`config.mk`:
```
export PLATFORM = sky130hd
export DESIGN_NAME = multicycle_control
export DESIGN_NICKNAME = d
export VERILOG_FILES = /design/src/rtl/mips_pkg.sv /design/src/rtl/multicycle_control.sv
export SDC_FILE = /design/constraint.sdc
export NUM_CORES = 1
export LEC_CHECK = 0
export BUFFER_PORTS_ARGS = -buffer_cell sky130_fd_sc_hd__buf_2
export CAP_MARGIN = 10
export CORE_ASPECT_RATIO = 1.2
export CORE_UTILIZATION = 55
export DETAILED_ROUTE_END_ITERATION = 6
export HOLD_SLACK_MARGIN = 0.1
export PLACE_DENSITY = 0.83
export SLEW_MARGIN = 20
export SYNTH_ARGS = -nofsm -noshare
export SYNTH_HDL_FRONTEND = slang
export SYNTH_SLANG_ARGS = --single-unit
```
`constraint.sdc`:
```
create_clock -name clk -period 3 [get_ports clk]
set_input_delay 0.6 -clock clk [delete_from_list [all_inputs] [get_ports clk]]
set_output_delay 0.6 -clock clk [all_outputs]
set_load 0.01 [all_outputs]
```
`src/rtl/mips_pkg.sv`:
```
// Shared encodings for the multicycle MIPS controller: opcodes, FSM state codes,
// datapath mux selects and the DECODE dispatch helpers.
package mips_pkg;

  localparam logic [5:0] OP_RTYPE = 6'b000000;
  localparam logic [5:0] OP_LW    = 6'b100011;
  localparam logic [5:0] OP_SW    = 6'b101011;
  localparam logic [5:0] OP_BEQ   = 6'b000100;
  localparam logic [5:0] OP_ADDI  = 6'b001000;
  localparam logic [5:0] OP_J     = 6'b000010;

  localparam logic [3:0] S_IDLE    = 4'd0;
  localparam logic [3:0] S_FETCH   = 4'd1;
  localparam logic [3:0] S_DECODE  = 4'd2;
  localparam logic [3:0] S_MEMADR  = 4'd3;
  localparam logic [3:0] S_MEMRD   = 4'd4;
  localparam logic [3:0] S_MEMWB   = 4'd5;
  localparam logic [3:0] S_MEMWR   = 4'd6;
  localparam logic [3:0] S_RTYPEEX = 4'd7;
  localparam logic [3:0] S_ALUWB   = 4'd8;
  localparam logic [3:0] S_BEQEX   = 4'd9;
  localparam logic [3:0] S_ADDIEX  = 4'd10;
  localparam logic [3:0] S_ADDIWB  = 4'd11;
  localparam logic [3:0] S_JEX     = 4'd12;

  localparam logic [1:0] SRCB_B      = 2'b00;
  localparam logic [1:0] SRCB_FOUR   = 2'b01;
  localparam logic [1:0] SRCB_IMM    = 2'b10;
  localparam logic [1:0] SRCB_IMM_SH = 2'b11;

  localparam logic [1:0] ALUOP_ADD   = 2'b00;
  localparam logic [1:0] ALUOP_SUB   = 2'b01;
  localparam logic [1:0] ALUOP_FUNCT = 2'b10;

  localparam logic [1:0] PCSRC_ALU    = 2'b00;
  localparam logic [1:0] PCSRC_ALUOUT = 2'b01;
  localparam logic [1:0] PCSRC_JUMP   = 2'b10;

  function automatic logic op_legal(input logic [5:0] op);
    case (op)
      OP_RTYPE, OP_LW, OP_SW, OP_BEQ, OP_ADDI, OP_J: op_legal = 1'b1;
      default:                                        op_legal = 1'b0;
    endcase
  endfunction

  // Unsupported opcodes fall back to FETCH so the machine keeps running.
  function automatic logic [3:0] decode_target(input logic [5:0] op);
    case (op)
      OP_RTYPE:     decode_target = S_RTYPEEX;
      OP_LW, OP_SW: decode_target = S_MEMADR;
      OP_BEQ:       decode_target = S_BEQEX;
      OP_ADDI:      decode_target = S_ADDIEX;
      OP_J:         decode_target = S_JEX;
      default:      decode_target = S_FETCH;
    endcase
  endfunction

endpackage

```
`src/rtl/multicycle_control.sv`:
```
// Multicycle MIPS control FSM: Moore decode of datapath strobes from the current
// state, memory stalls on mem_ready, and a retired-instruction counter.
module multicycle_control
  import mips_pkg::*;
#(
  parameter int MEM_WAIT_EN = 1
) (
  input  logic        clk,
  input  logic        rst_n,
  input  logic [5:0]  opcode,
  input  logic        mem_ready,
  output logic        iord,
  output logic        mem_read,
  output logic        mem_write,
  output logic        ir_write,
  output logic        pc_write,
  output logic        branch,
  output logic        regDest,
  output logic        regWrite,
  output logic        memToReg,
  output logic        aluSrcA,
  output logic [1:0]  aluSrcB,
  output logic [1:0]  aluOp,
  output logic [1:0]  pcSrc,
  output logic        illegal_op,
  output logic [3:0]  state_dbg,
  output logic [31:0] instr_retired
);

  logic [3:0]  state_r;
  logic [3:0]  state_nxt_s;
  logic        run_r;
  logic        mem_rdy_s;
  logic        retire_s;
  logic [31:0] instr_retired_r;

  assign mem_rdy_s     = (MEM_WAIT_EN != 0) ? mem_ready : 1'b1;
  assign state_dbg     = state_r;
  assign instr_retired = instr_retired_r;

  // Next-state logic; IDLE waits one extra edge after reset release via run_r.
  always_comb begin
    state_nxt_s = state_r;
    case (state_r)
      S_IDLE:    if (run_r) state_nxt_s = S_FETCH;  else state_nxt_s = S_IDLE;
      S_FETCH:   if (mem_rdy_s) state_nxt_s = S_DECODE; else state_nxt_s = S_FETCH;
      S_DECODE:  state_nxt_s = decode_target(opcode);
      S_MEMADR:  if (opcode == OP_SW) state_nxt_s = S_MEMWR; else state_nxt_s = S_MEMRD;
      S_MEMRD:   if (mem_rdy_s) state_nxt_s = S_MEMWB;  else state_nxt_s = S_MEMRD;
      S_MEMWB:   state_nxt_s = S_FETCH;
      S_MEMWR:   if (mem_rdy_s) state_nxt_s = S_FETCH;  else state_nxt_s = S_MEMWR;
      S_RTYPEEX: state_nxt_s = S_ALUWB;
      S_ALUWB:   state_nxt_s = S_FETCH;
      S_BEQEX:   state_nxt_s = S_FETCH;
      S_ADDIEX:  state_nxt_s = S_ADDIWB;
      S_ADDIWB:  state_nxt_s = S_FETCH;
      S_JEX:     state_nxt_s = S_FETCH;
      default:   state_nxt_s = S_IDLE;
    endcase
  end

  // Moore output decode; only FETCH strobes and illegal_op look at inputs.
  always_comb begin
    iord       = 1'b0;
    mem_read   = 1'b0;
    mem_write  = 1'b0;
    ir_write   = 1'b0;
    pc_write   = 1'b0;
    branch     = 1'b0;
    regDest    = 1'b0;
    regWrite   = 1'b0;
    memToReg   = 1'b0;
    aluSrcA    = 1'b0;
    aluSrcB    = SRCB_B;
    aluOp      = ALUOP_ADD;
    pcSrc      = PCSRC_ALU;
    illegal_op = 1'b0;
    retire_s   = 1'b0;
    case (state_r)
      S_FETCH: begin
        mem_read = 1'b1;
        aluSrcB  = SRCB_FOUR;
        ir_write = mem_rdy_s;
        pc_write = mem_rdy_s;
      end
      S_DECODE: begin
        aluSrcB    = SRCB_IMM_SH;
        illegal_op = ~op_legal(opcode);
      end
      S_MEMADR, S_ADDIEX: begin
        aluSrcA = 1'b1;
        aluSrcB = SRCB_IMM;
      end
      S_MEMRD: begin
        iord     = 1'b1;
        mem_read = 1'b1;
      end
      S_MEMWB: begin
        regWrite = 1'b1;
        memToReg = 1'b1;
        retire_s = 1'b1;
      end
      S_MEMWR: begin
        iord      = 1'b1;
        mem_write = 1'b1;
        retire_s  = mem_rdy_s;
      end
      S_RTYPEEX: begin
        aluSrcA = 1'b1;
        aluOp   = ALUOP_FUNCT;
      end
      S_ALUWB: begin
        regWrite = 1'b1;
        regDest  = 1'b1;
        retire_s = 1'b1;
      end
      S_BEQEX: begin
        aluSrcA  = 1'b1;
        aluOp    = ALUOP_SUB;
        pcSrc    = PCSRC_ALUOUT;
        branch   = 1'b1;
        retire_s = 1'b1;
      end
      S_ADDIWB: begin
        regWrite = 1'b1;
        retire_s = 1'b1;
      end
      S_JEX: begin
        pcSrc    = PCSRC_JUMP;
        pc_write = 1'b1;
        retire_s = 1'b1;
      end
      default: begin
        retire_s = 1'b0;
      end
    endcase
  end

  // State register and reset-release flag.
  always_ff @(posedge clk or negedge rst_n) begin
    if (!rst_n) begin
      state_r <= S_IDLE;
      run_r   <= 1'b0;
    end else begin
      state_r <= state_nxt_s;
      run_r   <= 1'b1;
    end
  end

  // Retired-instruction counter, wraps naturally at 32 bits.
  always_ff @(posedge clk or negedge rst_n) begin
    if (!rst_n) begin
      instr_retired_r <= 32'd0;
    end else if (retire_s) begin
      instr_retired_r <= instr_retired_r + 32'd1;
    end
  end

endmodule

```
# [Word-level counts from Yosys, hierarchy flattened]
# Cells that the tools add are included.
[word_totals] reg_bits=37 latchBits=0 ramBits=0 romBits=0 inputBits=9 output_inout_bits=53 word_cells=56 memories=0
[op_classes] add_sub_neg=1 multipliers=0 div_mod_pow=0 order_cmp=0 eq_ne=17 shift=0 muxes=24 bitwise_logic=1 n_reduce_logical=10
[op_table] operator="case mux 4 bit (9 select lines)" count=1
[op_table] operator="adder 32 x 1 -> 32 bit (second input constant)" count=1
[op_table] operator="== test 4 bit (second input constant)" count=5
[op_table] operator="case mux 4 bit (5 select lines)" count=1
[op_table] operator="== test 4 x 3 -> 1 bit (second input constant)" count=4
[op_table] operator="2-to-1 mux 1 bit" count=14
[op_table] operator="== test 6 bit (second input constant)" count=2
[op_table] operator="== test 4 x 2 -> 1 bit (second input constant)" count=2
[op_table] operator="case mux 2 bit (2 select lines)" count=2
[op_table] operator="OR reduction 2 bit" count=4
[op_table] operator="== test 6 x 2 -> 1 bit (second input constant)" count=1
[op_table] operator="== test 6 x 3 -> 1 bit (second input constant)" count=1
[op_table] operator="== test 6 x 4 -> 1 bit (second input constant)" count=1
[op_table] operator="zero test 6 bit" count=1
[op_table] operator="case mux 2 bit (3 select lines)" count=1
[op_table] operator="OR reduction 6 bit" count=1
[op_table] operator="OR reduction 5 bit" count=1
[op_table] operator="== test 4 x 1 -> 1 bit (second input constant)" count=1
[op_table] operator="zero test 4 bit" count=1
[op_table] operator="2-to-1 mux 2 bit" count=2
[op_table] operator="case mux 1 bit (2 select lines)" count=2
[op_table] operator="OR reduction 4 bit" count=1
[op_table] operator="2-to-1 mux 3 bit" count=1
[op_table] operator="OR reduction 3 bit" count=1
[op_table] operator="inverter 1 bit" count=1

# [Logic depth before layout (Yosys ltp)]
[logic_depth] ltp_word=6 mapped_depth=7 ltp_nobuf=6

# [Worst setup path before layout]
# Ideal clock, no wire load.
[synth_path] path_type="register to register" start="register state_r[3], in the netlist state_dbg[3]" end="register instr_retired_r[29], in the netlist instr_retired[29]" setup_ns=0.079 arrival_time_ns=2.043 required_ns=2.921 path_slack_ns=0.878 stages_incl_launch_ff=8 path_buffers=2 period_less_slack_ns=2.122 cell_sequence="dfrtp_1 > nand2b_4 > buf_6 > o211a_1 > or4_4 > buf_6 > nor4_1 > xor2_1"
[synth_between] elab_chain_len=3 elab_cells_between_ends=8 classes_between="6 x eq/ne; 1 x mux; 1 x reduce/logical"
[synth_lines] element="start: declaration" line_no="multicycle_control.sv:30" source="logic [3:0] state_r;"
[synth_lines] element="start signal: assignment" line_no="multicycle_control.sv:145" source="state_r <= state_nxt_s;"
[synth_lines] element="== test 4 bit or == test 4 x 3 -> 1 bit (tied branches)" line_no="multicycle_control.sv:79" source="case (state_r)"
[synth_lines] element="OR reduction 5 bit (no source line)"
[synth_lines] element="case mux 1 bit (2 select lines) *" line_no="multicycle_control.sv:79"
[synth_lines] element="end signal: assignment" line_no="multicycle_control.sv:155" source="instr_retired_r <= instr_retired_r + 32'd1;"
[synth_lines] element="end: declaration" line_no="multicycle_control.sv:35" source="logic [31:0] instr_retired_r;"
# Every way passes the cells marked *; elsewhere a longest branch is shown, timed or not.
# A chain may end at the register's enable or synchronous reset.

# [Final worst setup path]
[layout_path] start="register state_r[1], in the netlist state_dbg[1]" end="output pc_write"
[layout_between] elab_chain_len=2 elab_cells_between_ends=3 classes_between="2 x eq/ne; 1 x mux"
[layout_lines] element="== test 4 bit or == test 4 x 1 -> 1 bit (tied branches)" line_no="multicycle_control.sv:79"
[layout_lines] element="case mux 1 bit (2 select lines) *" line_no="multicycle_control.sv:79"
[layout_lines] element="end: declaration" line_no="multicycle_control.sv:16" source="output logic pc_write,"
# Marked as above.

==> impl_metrics.toml <==
[outcome]
status = "completed"

[routing]
antenna_left = 0
post-route-drc-count = 0
dr_wl_met2_mm = 2.11
wl_met1_mm = 2.06
wl_per_cell_um = 13.4
wl_mm = 4.49
num_vias = 1863
met3_length_um = 266
top_layer = "met4"
drt_iter0_markers = 90
dr.pass1.iters = 4
avgViaCountPerCell = 5.54

[cts]
holdBufCountCts = 0
root_buffer = "clkbuf_8"
cts_tree = "done"
htree_num_levels = 2
clk_latency_ns = 0.29
post_cts_resized = 0
post-cts-setup-buffers = 0
clk_pin_slew_ns = 0.07
clock-sinks = 37
cts_buffer_depth = 2
cts_buffers = 5

[hold_path]
hp-class = "input pin to async pin"

[die]
num_io_pins = 62
die_area_um2 = 4040
fp.dieH_um = 69.4
fp.coreArea_um2 = 3630
rows = 24
die_w_um = 58.2
initial_utilization_pct = 57.4

[synthesis]
synth.cell_area_um2 = 2080
yosys_warnings = 0
ys_dominant_reg_cell = "dfrtp_1"
avgSynthCellArea_um2 = 9.18
synth_top_area_share_pct = 44.4
ys_seq_elements = 37
synth_edf_count = 0
ys_types = 43
synthArstFlopShare_pct = 100
synth_top_cells_by_area = "dfrtp_1 44%, xor2_1 9.7%, nor2_1 4.3%"
syn_nets = 237
seq_area_frac_synth_pct = 44.4
synth_top_cell_by_area = "dfrtp_1"
syn_inst = 227

[critical_path]
cp.required_ns = 2.40
worst_ep_arrival_time_ns = 1.87
crit_path_end_kind = "output pin"
crit_type = "flop to output pin"
cp-start-kind = "flop"
crit_fanout = 20

[power]
power_density_nw_per_um2 = 685
p_leak_nw = 1.30
vdd_drop_max_v = 0.000510

[timing]
min_period_ns = 2.47
setup_violations = 0
grt_setup_unrepaired = "no"
max_slew_margin_pct = 45.1
max_freq_mhz = 404
fin_crit_sh_pct = 82.4
finalWorstSetupSlack_ns = 0.527
hold_viol = 0
clock_skew_ns = 0.00841
fin_setup_tns_ns = 0
whs_ns = 0.406
slew_violations = 0
worst_pin_slew_ns = 0.824

[global_route]
grt_max_degree = 38
grt_pass1_vias = 1639
antenna_found_initial = 0
grt_first_pass_wirelength_mm = 7.58
grt_overflow = 0
track_usage_pct = 24.3

[layout]
area_delta_synth_final_pct = 18.4
instances_no_fill = 336
n_antenna_cell = 0
fin_area_um2 = 2470
drive_above_1_share_pct = 25.7
fin_nets = 293

[placement]
dp_slack_ns = 0.661
gp_congestion = 0.823
hpwl_mm = 3.28
dpl_cell_area_um2 = 2390
portBuffers = 61
placed_cells = 328

[run]
max_cap_viol_count = 0
[flip-flops by register name (all words and copies together) (netlist names)]
| register | count |
|---|---|
| run_r | 1 |
| state_dbg | 4 |
| instr_retired | 32 |
[worst paths after layout]
kind	to	cells past startpoint	slack [ns]	startpoint
setup / recovery	pc_write	6	0.53	state_dbg[1]
hold / removal	instr_retired[31]	1	0.41	rst_n
setup reg to reg	instr_retired[28]	5	0.61	state_dbg[3]
hold reg to reg	instr_retired[31]	1	0.47	instr_retired[31]
max in group asynchronous	instr_retired[8]	1	2.07	rst_n
min in group clk	instr_retired[31]	1	0.47	instr_retired[31]
[kinds of logic (layout without fill, tap and decap cells)]
group,Yosys count,after routing,synth area share (%)
mux,2,2,1.02
buf+inv,19,76,4.50
simple gates,106,106,26.9
compound gates,28,28,8.52
xor+xnor,33,33,13.9
flops,37,37,44.4
fa+ha+maj,1,1,0.600
other cells,1,1,0.180
[where the power goes]
part	switching (mW)	internal, mW	total (mW)	leakage (nW)
clock network	0.168	0.165	0.333	0.0395
registers	0.157	0.566	0.723	0.477
logic	0.346	0.288	0.634	0.783
total	0.670	1.02	1.69	1.30
[area by class of cell]
class                           count  area (um^2)
Clock buffer                        8         80.1
Sequential cell                    37          926
Multi-Input combinational cell    171         1060
Timing Repair Buffer               61          305
Inverter                            7         26.3
Fill cell                         310         1170
Tap cell                           52         65.1
[stage by stage]
stage,power (mW),utilization [%]
finish,1.69,67.9
global route,1.81,67.9
CTS,1.70,67.9
detailed placement,1.36,65.7
global placement,1.35,65.7
floorplan,1.17,-
[worst max-delay path: stages (launching register included)]
cell	delay, ns
dfrtp_1	0.70
nand2b_1	0.24
nor3_1	0.06
nand2_1	0.10
inv_1	0.05
or2_2	0.28
buf_2	0.14
[per-layer routing]
layer	GRT usage, %	up-vias
met3	6.53	6
met4	7.14	0
met1	33.8	891
met2	37.3	57
li1	-	909
met5	0	-
[synthesized netlist by cell type (all sizes together), types with 2 or more instances]
cell type and count:
a211oi 2, a21oi 9, and3 3, and4 2, buf 5, clkbuf 7
dfrtp 37, inv 7, nand2 15, nand2b 5, nand3 13, nand4 6
nor2 24, nor2b 3, nor3 16, nor4 10, o21ai 7, o21bai 2
or2 3, or3 2, or4 2, xnor2 10, xor2 23
[placed cells by master, fill, tap and decap left out, types with 3 or more instances in the layout]
master    instances
or2_2             3
xnor2_1          10
buf_2            61
nand2b_1          4
a21oi_1           9
nor3_1           16
xor2_1           23
nand4_1           6
inv_1             7
dfrtp_1          37
clkbuf_1          3
nand3_1          13
clkbuf_8          5
o21ai_0           5
nor2_1           24
nor2b_1           3
and3_1            3
nor4_1            9
nand2_1          15
Note: power is estimated with default switching activity, not from simulation.
